File: config.mk
export PLATFORM = sky130hd
export DESIGN_NAME = output_port_arbiter
export DESIGN_NICKNAME = d
export VERILOG_FILES = /design/src/rtl/output_port_arbiter.sv
export SDC_FILE = /design/constraint.sdc
export NUM_CORES = 1
export LEC_CHECK = 0
export BUFFER_PORTS_ARGS = -buffer_cell sky130_fd_sc_hd__buf_4
export CAP_MARGIN = 25
export CORE_MARGIN = 3
export CORE_UTILIZATION = 47
export CTS_CLUSTER_DIAMETER = 60
export DETAILED_ROUTE_END_ITERATION = 8
export PLACE_DENSITY = 0.95
export RECOVER_POWER = 25
export SKIP_CTS_REPAIR_TIMING = 1
export SLEW_MARGIN = 20
export SYNTH_ARGS = -nofsm -noshare
export SYNTH_HDL_FRONTEND = slang
export SYNTH_SLANG_ARGS = --single-unit
File: constraint.sdc
create_clock -name clk -period 7.23 [get_ports clk]
set_clock_uncertainty 0.05 [all_clocks]
set_input_delay 0.723 -clock clk [delete_from_list [all_inputs] [get_ports clk]]
set_output_delay 0.723 -clock clk [all_outputs]
set_load 0.05 [all_outputs]
File: src/rtl/output_port_arbiter.sv
// output_port_arbiter: round-robin, wormhole-locking scheduler sharing one router output among NUM_PORTS input FIFOs.
// Optional macro ARB_TIMEOUT_EN adds a sticky stall flag (timeout_err) raised after TIMEOUT_CYCLES stalled LOCKED cycles.
module output_port_arbiter #(
    parameter int NUM_PORTS      = 5,
    parameter int DATA_WIDTH     = 32,
    parameter int PTR_W          = 3,
    parameter int TIMEOUT_CYCLES = 256
) (
    input  logic                            clk,
    input  logic                            rst,
    input  logic [NUM_PORTS-1:0]            req,
    input  logic [NUM_PORTS-1:0]            head,
    input  logic [NUM_PORTS-1:0]            tail,
    input  logic [NUM_PORTS*DATA_WIDTH-1:0] flit_in,
    input  logic                            ready_in,
    output logic [NUM_PORTS-1:0]            grant,
    output logic [NUM_PORTS-1:0]            fifo_rd,
    output logic [DATA_WIDTH-1:0]           data_out,
    output logic                            valid_out,
    output logic                            busy
`ifdef ARB_TIMEOUT_EN
    ,
    output logic                            timeout_err
`endif
);
    typedef enum logic {IDLE, LOCKED} state_t;

    state_t               state;
    logic [PTR_W-1:0]     rr_ptr;
    logic [PTR_W-1:0]     win_idx;
    logic                 win_found;
    logic [NUM_PORTS-1:0] elig;
    logic                 tail_xfer;

    // Only a header flit may open a new wormhole; body flits at a FIFO front are ignored while idle.
    assign elig = req & head;

    // Round-robin search starting just after the last winner; scanning backwards leaves the nearest candidate.
    always_comb begin
        int idx;
        idx       = 0;
        win_found = 1'b0;
        win_idx   = '0;
        for (int k = NUM_PORTS; k >= 1; k--) begin
            idx = (int'(rr_ptr) + k) % NUM_PORTS;
            if (elig[idx]) begin
                win_found = 1'b1;
                win_idx   = PTR_W'(idx);
            end
        end
    end

    // Pop strobe: grant is all-zero outside LOCKED, so this is inherently gated by the lock.
    assign fifo_rd   = grant & req & {NUM_PORTS{ready_in}};
    assign valid_out = |fifo_rd;
    assign tail_xfer = |(fifo_rd & tail);

    // Crossbar mux of the owner's front flit; zero when nobody holds the output.
    always_comb begin
        data_out = '0;
        for (int i = 0; i < NUM_PORTS; i++)
            if (grant[i]) data_out = data_out | flit_in[i*DATA_WIDTH +: DATA_WIDTH];
    end

    // Arbitration/lock FSM with registered grant and busy; rr_ptr moves only on a new grant.
    always_ff @(posedge clk or negedge rst) begin
        if (!rst) begin
            state  <= IDLE;
            grant  <= '0;
            busy   <= 1'b0;
            rr_ptr <= PTR_W'(NUM_PORTS - 1);
        end else if (state == IDLE) begin
            if (win_found) begin
                state  <= LOCKED;
                grant  <= NUM_PORTS'(1) << win_idx;
                busy   <= 1'b1;
                rr_ptr <= win_idx;
            end
        end else if (tail_xfer) begin
            state <= IDLE;
            grant <= '0;
            busy  <= 1'b0;
        end
    end

`ifdef ARB_TIMEOUT_EN
    localparam int CNT_W = $clog2(TIMEOUT_CYCLES) + 1;

    logic [CNT_W-1:0] stall_cnt;
    logic [CNT_W-1:0] stall_nxt;

    // Stall count: cleared while idle or on any transfer, otherwise counts up and saturates at the limit.
    always_comb
        stall_nxt = (state == IDLE || valid_out) ? '0 :
                    (stall_cnt == CNT_W'(TIMEOUT_CYCLES)) ? stall_cnt : stall_cnt + CNT_W'(1);

    // Sticky report of a wormhole stalled too long; the grant itself is never broken.
    always_ff @(posedge clk or negedge rst) begin
        if (!rst) begin
            stall_cnt   <= '0;
            timeout_err <= 1'b0;
        end else begin
            stall_cnt <= stall_nxt;
            if (stall_nxt == CNT_W'(TIMEOUT_CYCLES)) timeout_err <= 1'b1;
        end
    end
`endif
endmodule

After elaboration in Yosys (flattened, before gate mapping). Index checks and enable logic that the tools add are counted. W data, S select, Z words.

Output and inout port bits: 44. Input port bits: 178. Register bits after elaboration: 10. Logic and storage cells: 74.

Shift-type cells: 1. Divide/modulo/power cells: 5. Bitwise operators: 9. Order comparisons: 5. $add $sub $neg: 5. Mux-type cells: 39. Eq/ne operators: 1. Reductions and logical operators: 5.

Operator list (count): $lt A32 B5 Y1 const B (5); $mod A32 B4 Y32 const B (5); $mux W32 (5); $or A32 B32 Y32 (4); $mux W1 (21); $and A5 B5 Y5 (4); $bmux W1 S3 (5); $mux W3 (5); $mux W5 (3); $reduce_or A5 Y1 (2); $add A3 B2 Y4 const B (2); $add A3 B3 Y4 const B (2); $shl A1 B3 Y5 const A (1); $add A3 B1 Y4 const B (1); $reduce_and A2 Y1 (2); $ne A2 B1 Y1 const B (1); $reduce_bool A2 Y1 (1); $not A1 Y1 (1).

Longest topological paths before layout.
Word-level depth: 13. Depth in mapped cells: 20. Depth with buffers taken out: 18.

Least setup slack after synthesis. No wires, ideal clock.

Kind: reg2reg. Start point: register rr_ptr[0]. End point: register grant[1]. Path slack: 2.600 ns. Buffers on the path: 4. Arrival: 4.479 ns. Period minus slack after synthesis: 4.630 ns. Setup time: 0.101 ns. Cell stages (with the launch flop): 19. Data required time: 7.079 ns. Cells stage by stage: dfrtp_1 clkbuf_1 inv_1 buf_2 ha_1 buf_2 clkbuf_1 or4_1 and2_1 ha_1 inv_1 a21oi_1 a221o_2 xnor2_1 mux2_4 o21a_1 o311ai_2 a32oi_1 o32ai_1.

Longest elaborated chain between the ends: 13. Elaborated cells on any way between the ends: 40. Classes of those cells: add/sub (5); div (5); shift (1); mux (27); reduce/logical (2).

RTL lines: start, declared (line 29) `logic [PTR_W-1:0] rr_ptr;`; start signal, assigned (line 71) `rr_ptr <= PTR_W'(NUM_PORTS - 1);`; start signal, assigned (line 77) `rr_ptr <= win_idx;`; $add A3 B3 Y4 (line 45) `idx = (int'(rr_ptr) + k) % NUM_PORTS;`; $mod A32 B4 Y32 (line 45); $bmux W1 S3 (line 46) `if (elig[idx]) begin`; $mux W1 (implied by the code) (2 in a row) (line 46); $mux W3 (5 in a row) (line 46); $shl A1 B3 Y5 (line 75) `grant <= NUM_PORTS'(1) << win_idx;`; $mux W5 (line 73) `if (win_found) begin`; $mux W5 (line 72) `end else if (state == IDLE) begin`; end signal, assigned (line 75); end, declared (line 16) `output logic [NUM_PORTS-1:0] grant,`.

Several ways; a longest one is shown, not always the timed one. The select of a mux whose other input is x is not followed. A chain may end at the register's enable or synchronous reset.

Worst setup path in the final report.
Start point: register rr_ptr[1]. End point: register grant[2].

The elaborated chain is that of the path after synthesis.

==> impl_metrics.yaml <==
floorplanning:
  fp.dieW_um: 89.3
  start_util_pct: 49.9
  die-area_mm2: 0.00797
  die_h_um: 89.3
  core_mm2: 0.00653
  fp-row-count: 29
  ios: 222
logic_synthesis:
  ys.warnings.count: 0
  synth_seq_cells: 10
  ys_seq_area_share_pct: 7.71
  synth-edff-count: 0
  netlist_instances: 450
  synth_area_mm2: 0.00326
  avgSynthCellArea_um2: 7.25
  ys_types: 82
  ys.flop_type: "dfrtp_1"
  async_flop_share_pct: 100
  synth_nets: 654
cts:
  numClockSinks: 10
  cts_tree: "done"
  path_clk_slew_ps: 50
  cts_root_buf: "clkbuf_8"
  cts_made_buffers: 3
  h-tree-depth: 1
  clock_path_buffers: 2
  insertion_delay_ps: 240
global_route:
  antenna_found_initial: 0
  grt_pass1_vias: 4465
  grt-ovfl-total: 0
  track_usage_pct: 36.6
  grt_start_max_net_pins: 39
  grt_pass1_wl_um: 22600
pwr:
  ir_worst_vdd_uv: 534
  leakage_nw: 2.44
  cellPowerDensity_mw_per_mm2: 641
status:
  failed_checks: "max-capacitance violations, max-slew violations"
  status: "finished, violations left"
sta:
  setup_viol: 0
  slew_violations: 102
  final.setup.tns_ps: 0
  period_minus_slack_ps: 5480
  rsz0062_at_grt: "no"
  hold_violations: 0
  fmax_ghz: 0.182
  period_share_pct: 75.8
  slew_headroom_pct: -14.4
  tightest_slew_ps: 1720
  layout_setup_ws_ps: 1750
routing:
  vias_per_cell: 6.58
  finalWirelength_um: 15600
  dr.pass1.iters: 6
  drtAntennaViolNets: 0
  drc: 0
  drtIter0Drc: 605
  wl_per_cell_um: 21.6
  vias: 4753
final_layout:
  layout_common_cells: "220 x buf_4, 63 x nand2_1, 34 x a22oi_1"
  areaGrowthSynthToFinish_pct: 51.7
  fillCellCount: 508
  final_common_cell: "buf_4"
  antennaDiodeCount: 0
  multiInputGateArea_mm2: 0.00276
  regArea_um2: 251
  drive_above_1_share_pct: 38.8
  finalNetCount: 850
setup_path:
  cp_max_fo: 23
  critical_path_class: "reg2reg"
  cp_data_arrival_time_ps: 5550
  setup.worst_path.end_class: "register"
  critPathRequiredTime_ps: 7290
  start_kind: "register"
place:
  port-buffer-count: 221
  gp_congestion: 1.01
  dp_hpwl_um: 12600
  pre_cts_slack_ps: 1930
worst_hold_path:
  hold_path.class: "in2async"
flow_run:
  maxCapViolCount: 3
kinds of logic after synthesis:
logic type      Yosys count  synth area share (%)
mux                      16                  5.30
buf+inv                  61                  7.67
fa+ha+maj                26                  9.98
simple gates            149                  23.0
flops                    10                  7.71
compound gates          181                  43.6
xor+xnor                  7                  2.69
layer usage:
layer | GRT usage [%] | share of wire (%)
met2 | 59.3 | 47
met3 | 9.40 | 14
met4 | 18.0 | 4.3
met1 | 45.0 | 35
met5 | 0 | 0
report_power, final:
group / leakage [nW] / switching [mW] / total [mW] / internal [mW]
registers: 0.122 / 0.0679 / 0.149 / 0.0809
logic: 2.29 / 1.84 / 2.95 / 1.11
clock network: 0.0288 / 0.0226 / 0.0705 / 0.0479
total: 2.44 / 1.93 / 3.17 / 1.24
worst max-delay path, stage by stage (launching register included):
cell,delay [ps]
dfrtp_1,610
inv_2,210
ha_1,740
inv_1,270
ha_1,310
or3b_2,450
o22ai_1,240
or2_2,200
ha_1,180
nand2b_1,80
o2111ai_1,110
o211ai_1,260
a21oi_1,370
a2bb2oi_2,260
and4_1,260
a31oi_2,180
and3_1,250
a32o_1,280
metrics by stage:
step / std cells / cell area, um^2 / total power, mW / utilization, % / hold WS (ps)
floorplan: 450 / 3260 / 2.35 / - / 377
global placement: 717 / 4900 / 2.95 / 75.0 / 461
detailed placement: 718 / 4920 / 3.03 / 75.3 / 469
CTS: 722 / 4970 / 3.12 / 76.1 / 257
global route: 722 / 4950 / 3.41 / 75.7 / 422
finish: 722 / 4950 / 3.17 / 75.7 / 396
registers in the layout (all words and copies together), names as in the netlist:
name / count
state: 1
busy: 1
grant: 5
rr_ptr: 3
synth_stat cells, types with 3 or more instances:
cell / count / area (um^2)
o211ai_1: 6 / 45.0
mux2_2: 5 / 56.3
nor2b_1: 4 / 25.0
a22oi_1: 34 / 255
nor3_1: 6 / 30.0
buf_2: 6 / 30.0
a222oi_1: 32 / 320
nor2_1: 19 / 71.3
o221ai_1: 3 / 26.3
inv_1: 22 / 82.6
o2bb2ai_1: 3 / 26.3
o21ai_0: 10 / 50.1
nor4b_1: 3 / 26.3
ha_1: 26 / 325
or4_1: 3 / 22.5
nand3_1: 11 / 55.1
or2_2: 3 / 18.8
a21o_1: 5 / 37.5
o21a_1: 7 / 52.6
o22ai_1: 6 / 37.5
nand2_1: 63 / 236
xnor2_1: 5 / 43.8
mux2i_1: 9 / 90.1
nand2b_1: 8 / 50.1
a31oi_1: 4 / 25.0
a21oi_1: 27 / 135
o21ai_1: 4 / 20.0
nor3b_1: 3 / 22.5
clkbuf_1: 27 / 101
o32ai_1: 3 / 26.3
dfrtp_1: 9 / 225
and3_1: 8 / 50.1
layout make-up:
cell class,instances,area share [%]
clock buffers,4,1.11
inverters,25,1.95
multi-input cells,379,55.8
flip-flops and latches,10,5.08
well taps,77,1.95
repair buffers,227,34.1
worst paths after layout:
kind	startpoint	end	slack, ps	cells after the start
max	rr_ptr[1]	grant[2]	1750	17
min	rst	busy	400	1
max reg2reg	rr_ptr[1]	grant[2]	1750	17
min reg2reg	busy	busy	480	2
max in group asynchronous	rst	rr_ptr[2]	6360	1
min in group clk	busy	busy	480	2
No activity file was read; power rests on OpenSTA's default activity.
